[src/rtl/fir_coeff_loader.sv]
// Coefficient-load sequencer for the 4-bank FIR datapath.
// Streams host coefficients into the FIR coefficient RAM and zero-pads the tap set to a multiple of 4.
module fir_coeff_loader #(
  parameter int DATA_W    = 16,
  parameter int ADDR_W    = 6,
  parameter int MAX_COEFF = 63
) (
  input  logic              iClk12M,
  input  logic              iRst,
  input  logic              iStart,
  input  logic [ADDR_W-1:0] iNumOfCoeff,
  input  logic              iFirIdle,
  input  logic              iCoeffValid,
  input  logic [DATA_W-1:0] iCoeff,
  output logic              oCoeffReady,
  output logic              oCoeffUpdateFlag,
  output logic [ADDR_W-1:0] oAddrRam,
  output logic [DATA_W-1:0] oWrDtRam,
  output logic [ADDR_W-1:0] oNumOfCoeff,
  output logic              oDone,
  output logic              oErr
);

  typedef enum logic [1:0] {IDLE, PREP, WRITE, DONE} stateT;

  localparam logic [ADDR_W:0] MaxCoeffW = (ADDR_W+1)'(MAX_COEFF);
  localparam logic [ADDR_W:0] Three     = (ADDR_W+1)'(3);
  localparam logic [ADDR_W:0] One       = (ADDR_W+1)'(1);

  stateT           state;
  logic [ADDR_W:0] idx;
  logic [ADDR_W:0] padTotal;
  logic [ADDR_W:0] reqCount;
  logic [ADDR_W:0] numExt;
  logic            startOk;

  // idx and the padded total carry one extra bit so a 63-tap set can reach 64 without wrapping
  assign reqCount    = {1'b0, iNumOfCoeff};
  assign numExt      = {1'b0, oNumOfCoeff};
  assign startOk     = iFirIdle && (reqCount != '0) && (reqCount <= MaxCoeffW);
  assign oCoeffReady = (state == WRITE) && (idx < numExt);

  always_ff @(posedge iClk12M) begin
    if (iRst) begin
      state            <= IDLE;
      idx              <= '0;
      padTotal         <= '0;
      oCoeffUpdateFlag <= 1'b0;
      oAddrRam         <= '0;
      oWrDtRam         <= '0;
      oNumOfCoeff      <= '0;
      oDone            <= 1'b0;
      oErr             <= 1'b0;
    end else begin
      oDone <= 1'b0;
      oErr  <= 1'b0;
      case (state)
        IDLE: begin
          if (iStart) begin
            if (startOk) begin
              oNumOfCoeff      <= iNumOfCoeff;
              padTotal         <= (reqCount + Three) & ~Three;
              idx              <= '0;
              oCoeffUpdateFlag <= 1'b1;
              oAddrRam         <= '0;
              oWrDtRam         <= '0;
              state            <= PREP;
            end else begin
              oErr <= 1'b1;
            end
          end
        end
        PREP: state <= WRITE;
        WRITE: begin
          // Once idx reaches the padded total the last word is already on the bus
          if (idx == padTotal) begin
            oCoeffUpdateFlag <= 1'b0;
            oDone            <= 1'b1;
            state            <= DONE;
          end else if (idx >= numExt) begin
            oAddrRam <= idx[ADDR_W-1:0];
            oWrDtRam <= '0;
            idx      <= idx + One;
          end else if (iCoeffValid && oCoeffReady) begin
            oAddrRam <= idx[ADDR_W-1:0];
            oWrDtRam <= iCoeff;
            idx      <= idx + One;
          end
        end
        DONE:    state <= IDLE;
        default: state <= IDLE;
      endcase
    end
  end

endmodule

[config.mk]
export PLATFORM = sky130hd
export DESIGN_NAME = fir_coeff_loader
export DESIGN_NICKNAME = d
export VERILOG_FILES = /design/src/rtl/fir_coeff_loader.sv
export SDC_FILE = /design/constraint.sdc
export NUM_CORES = 1
export LEC_CHECK = 0
export CORE_MARGIN = 10
export CORE_UTILIZATION = 49
export DETAILED_ROUTE_END_ITERATION = 8
export PLACE_DENSITY = 0.86
export SYNTH_ARGS = -nofsm -noshare
export SYNTH_HDL_FRONTEND = slang
export SYNTH_SLANG_ARGS = --single-unit
[constraint.sdc]
create_clock -name iClk12M -period 2.8 [get_ports iClk12M]
set_clock_uncertainty 0.2 [all_clocks]
set_input_delay 0.28 -clock iClk12M [delete_from_list [all_inputs] [get_ports iClk12M]]
set_output_delay 0.28 -clock iClk12M [all_outputs]
set_load 0.005 [all_outputs]
# Yosys cells after proc, flatten, opt, wreduce, memory -nomap -nowiden
# Index checks and enable logic that the tools add are counted.
# word_totals
ff_bits	45
latchBits	0
ramBits	0
mem_bits_ro	0
input_bits	27
output_inout_bits	32
n_memories	0
# op_classes
addsub	2
n_mul	0
div	0
order_cmp	3
eq_ne	9
shift	0
n_mux	28
bitwise	3
n_reduce_logical	13
# ops
operator	n
two-way mux 16 bit	5
two-way mux 7 bit	5
one-hot mux 16 bit (2 select lines)	1
two-way mux 6 bit	5
one-hot mux 7 bit (2 select lines)	1
one-hot mux 6 bit (2 select lines)	1
one-hot mux 2 bit (4 select lines)	1
adder 6 x 2 -> 7 bit, second input constant	1
adder 7 x 1 -> 7 bit, second input constant	1
== test 7 bit	1
>= comparator 7 x 6 -> 1 bit	1
< comparator 7 x 6 -> 1 bit	1
nonzero test 7 bit	1
less-or-equal comparator 6 bit, second input constant	1
two-way mux 2 bit	3
!= test 2 bit, second input constant	3
AND reduction 3 bit	2
two-way mux 1 bit	5
AND reduction 5 bit	1
== test 2 bit, second input constant	2
logical AND 1 bit	4
AND reduction 4 bit	1
!= test 3 x 1 -> 1 bit, second input constant	1
inverter 1 bit	3
7 further kinds	7

# Depth between registers and ports, before layout
# depth
depth_word	7
mapped_depth	8
depth_no_buf	7

# Worst setup path after synthesis
# OpenSTA, ideal clock, no wires.
# synth_path
kind	reg-to-reg
from	register idx[4]
to	register oWrDtRam[0]
arrival_time_ps	1814
required_ps	2484
slack_ps	670
path_stages_with_launch	8
path_buffers	1
cell_sequence	dfxtp_1 > ha_1 > a21o_1 > a211oi_2 > o211a_2 > nor2_2 > buf_6 > a31o_2
# synth_via
elab_chain_cells	5
# synth_lines
element	line	text
start, declared	31	logic [ADDR_W:0] idx;
start signal, assigned	83	idx <= idx + One;
start signal, assigned	87	idx <= idx + One;
< comparator 7 x 6 -> 1 bit	41	assign oCoeffReady = (state == WRITE) && (idx < numExt);
logical AND 1 bit	41	
logical AND 1 bit	84	end else if (iCoeffValid && oCoeffReady) begin
!= test 3 x 1 -> 1 bit (no source line)	-	
AND reduction 5 bit (no source line)	-	
end signal, assigned	86	oWrDtRam <= iCoeff;
end, declared	18	output logic [DATA_W-1:0] oWrDtRam,
# Parallel ways exist; a longest one is shown, timed or not. The select of a mux whose other input is x is not followed.
# A chain may end at the register's enable or synchronous reset.

# Final worst setup path
# layout_path
from	register oNumOfCoeff[4]
to	output oCoeffReady
# layout_via
elab_chain_cells	2
# layout_lines
element	line	text
start, declared	19	output logic [ADDR_W-1:0] oNumOfCoeff,
start signal, assigned	61	oNumOfCoeff <= iNumOfCoeff;
< comparator 7 x 6 -> 1 bit	41	
logical AND 1 bit	41	
end, declared	15	output logic oCoeffReady,
# No other way between the ends.

==> flow_summary.toml <==
[worst_setup_path]
slowest_stage = "clkdlybuf4s50_1"
reg2reg_slack_ns = 0.41
path_depth = 6
cp-endpoint = "oCoeffReady"
crit_fanout = 4
timing.rr.end = "oAddrRam[0]"
path_cells = "inv_1 -> ha_1 -> a21o_1 -> a211oi_4 -> o21a_1 -> clkdlybuf4s50_1"
crit_start = "oNumOfCoeff[4]"
start_kind = "register"
r2r-start = "oNumOfCoeff[4]"
required_ns = 2.32
critPathCaptureType = "output pin"
critical_path.top_delay_family = "compound AO/OA/AOI/OAI gates"
cp.arrival_ns = 2.24
critical_path.max_stage_delay_ns = 0.50
crit_buf_inv = 2
crit_type = "register to output pin"
r2r_cells = 8

[timing]
drv_slew = 0
slew_headroom_pct = 48.94
tns_ns = 0
setup_violations = 0
hold_viol = 0
clock.fmax_ghz = 0.3679
fin_crit_sh_pct = 97.09
setup_ws_ns = 0.08161
holdWs_ns = 0.2842
worstMarginPinSlew_ns = 0.7650
rsz0062_at_grt = "false"
fin_crit_ns = 2.718

[logic_synthesis]
synth_top_area_share_pct = 39.09
synth_area_leaders = "dfxtp_1, o211a_1, ha_1"
ys_ff_latch = 45
synth_fp_nets = 285
synth_cell_type_count = 47
yosys.area.top_type = "dfxtp_1"
synth_area_per_cell_sq_um = 9.293
seq_area_frac_synth_pct = 39.09
synthCells = 248
synth_warnings = 0
syn-cell-area_sq_mm = 0.002305

[pwr]
power_frac_seq_pct = 39.2
switchingPower_uw = 615.0
internal_power_mw = 1.198
switching_share_pct = 33.93
power.density_mw_per_mm2 = 594.3
combPwrFrac_pct = 32.9
p_leak_nw = 1.235
ir_drop_mv = 0.4181
pwr-share-clk_pct = 27.9

[drt]
viasPerCell = 5.908
routed_wl_mm = 6.062
dr.pass1.iters = 4
dr.first_iter.drc_count = 149
route.detailed.drc = 0
postRouteAntennaNets = 0
wire_per_inst_um = 16.98
vias = 2109

[die]
initial_utilization_pct = 51.86
die_x_um = 88.58
rows = 24
die_area_sq_mm = 0.007846
io_pins = 59
design.core.area_sq_mm = 0.004444
die_h_um = 88.58

[worst_hold_path]
hold_path.class = "register to register"

[place]
port_buffers = 58
place_ws_ns = 0.1399
dp_hpwl_mm = 4.189
gp_congestion = 0.7672
postPlaceCellArea_sq_mm = 0.002899

[clock_tree]
hold_buffers = 0
cts_inserted_buffers = 5
cts_max_level = 2
clockRootBuffer = "clkbuf_8"
cts.sinks = 45
cts_tree = "done"
clockBufferDepth = 2
clk_pin_slew_ns = 0.09
clk_latency_ns = 0.30

[run]
drv_cap = 0

[cells_and_area]
area_growth_syn_to_layout_pct = 32.36
fin_util_pct = 68.64
layout.nets = 341
diodes = 0
drive_gt1_share_pct = 13.77
design_area_sq_mm = 0.003050
seqCellArea_sq_um = 902.1
multi_input_area_sq_mm = 0.001275
nFillCells = 339

[status]
outcome = "finished clean"

[global_routing]
gr-total-overflow = 0
grt_max_degree = 30
antenna_found_initial = 0
grt_pass1_vias = 2035
grt_pass1_wl_mm = 9.777
track_usage_pct = 15.44
==> Yosys cell counts (all sizes together) <==
library cell	instances
a211oi	4
a21boi	2
a21o	3
a21oi	15
a31o	16
a31oi	1
a32o	5
and3	1
and4	2
buf	11
clkbuf	7
dfxtp	45
ha	10
inv	12
mux2i	4
nand2	11
nand2b	4
nand3	12
nand4	8
nand4b	1
nor2	21
nor2b	2
nor3	3
nor4	1
nor4b	3
nor4bb	1
o211a	17
o211ai	1
o21a	1
o21ai	8
o221a	1
o22a	1
o22ai	1
o31ai	2
or2	2
or4	1
xnor2	6
xor2	2
==> worst min-delay path, cell delays in order (launching register included) <==
cell and delay [ns]:
dfxtp_1 0.31, o21ai_0 0.07, a21oi_1 0.06
==> kinds of logic (layout without fill, tap and decap cells) <==
group | Yosys count | after routing | synth area share (%)
mux | 4 | 4 | 1.737
buf+inv | 30 | 87 | 6.134
simple gates | 73 | 73 | 16.88
flops | 45 | 45 | 39.09
compound gates | 78 | 78 | 27.69
xor+xnor | 8 | 8 | 3.040
fa+ha+maj | 10 | 10 | 5.429
==> power groups by stage <==
stage | clock (mW) | sequential (mW) | combinational (mW)
after global routing | 0.538 | 0.716 | 0.653
final | 0.506 | 0.710 | 0.596
after global placement | 0 | 0.723 | 0.557
after floorplan | 0 | 0.722 | 0.412
after CTS | 0.505 | 0.710 | 0.586
after detailed placement | 0 | 0.724 | 0.574
==> layout make-up <==
cell class / count / area share, %
clock buffer: 5 / 2.256
sequential: 45 / 29.57
clock inverter: 3 / 1.518
tap: 52 / 2.133
inverter: 12 / 1.477
multi-input combinational: 173 / 41.80
timing repair buffer: 67 / 21.25
==> what timing repair did <==
action | in CTS | in global routing
setup buffers | 0 | 3
gates resized for setup | 1 | 2
pin swaps | 0 | 2
endpoints found under the setup margin | 1 | 17
==> metrics by stage <==
stage               instances  power [mW]
floorplan                 248       1.134
global placement          346       1.280
detailed placement        346       1.298
CTS                       354       1.801
global route              357       1.907
finish                    357       1.813
==> layout by cell type (no fill, tap or decap), types with 2 or more instances in the layout <==
cell type	n
a21oi_1	14
nand3_1	12
a31o_1	4
ha_1	10
or2_2	2
xor2_1	2
inv_1	12
nor3_1	3
o21ai_0	7
clkdlybuf4s50_1	58
nor4b_1	3
and4_1	2
a31o_2	12
mux2i_1	4
xnor2_1	6
o211a_1	16
a21o_1	3
nor2b_1	2
a32o_1	5
o31ai_2	2
clkbuf_8	5
nand2_1	11
a211oi_1	3
a21boi_0	2
dfxtp_1	44
buf_4	9
nand4_1	8
nor2_1	19
nand2b_1	4
==> state kept, by name (all words and copies together) (netlist names) <==
name	cells
idx	7
oAddrRam	6
oCoeffUpdateFlag	1
oDone	1
oErr	1
oNumOfCoeff	6
oWrDtRam	16
padTotal	5
state	2
==> how the worst min path moves through the flow <==
stage	start	end	slack, ns	cells past startpoint
3_5_place_dp	oAddrRam[2]	oAddrRam[2]	0.27	2
6_report	oAddrRam[2]	oAddrRam[2]	0.28	2
2_1_floorplan	iStart	oErr	0.21	2
5_1_grt	oAddrRam[2]	oAddrRam[2]	0.30	2
3_3_place_gp	oAddrRam[2]	oAddrRam[2]	0.26	2
4_1_cts	oAddrRam[2]	oAddrRam[2]	0.29	2
==> metal layers <==
layer  part of all wire, %  track usage [%]
met1                    44            19.12
met2                    49            25.12
met3                   6.0            5.239
met4                  0.97            3.965
met5                     0                0
Note: power is estimated with default switching activity, not from simulation.
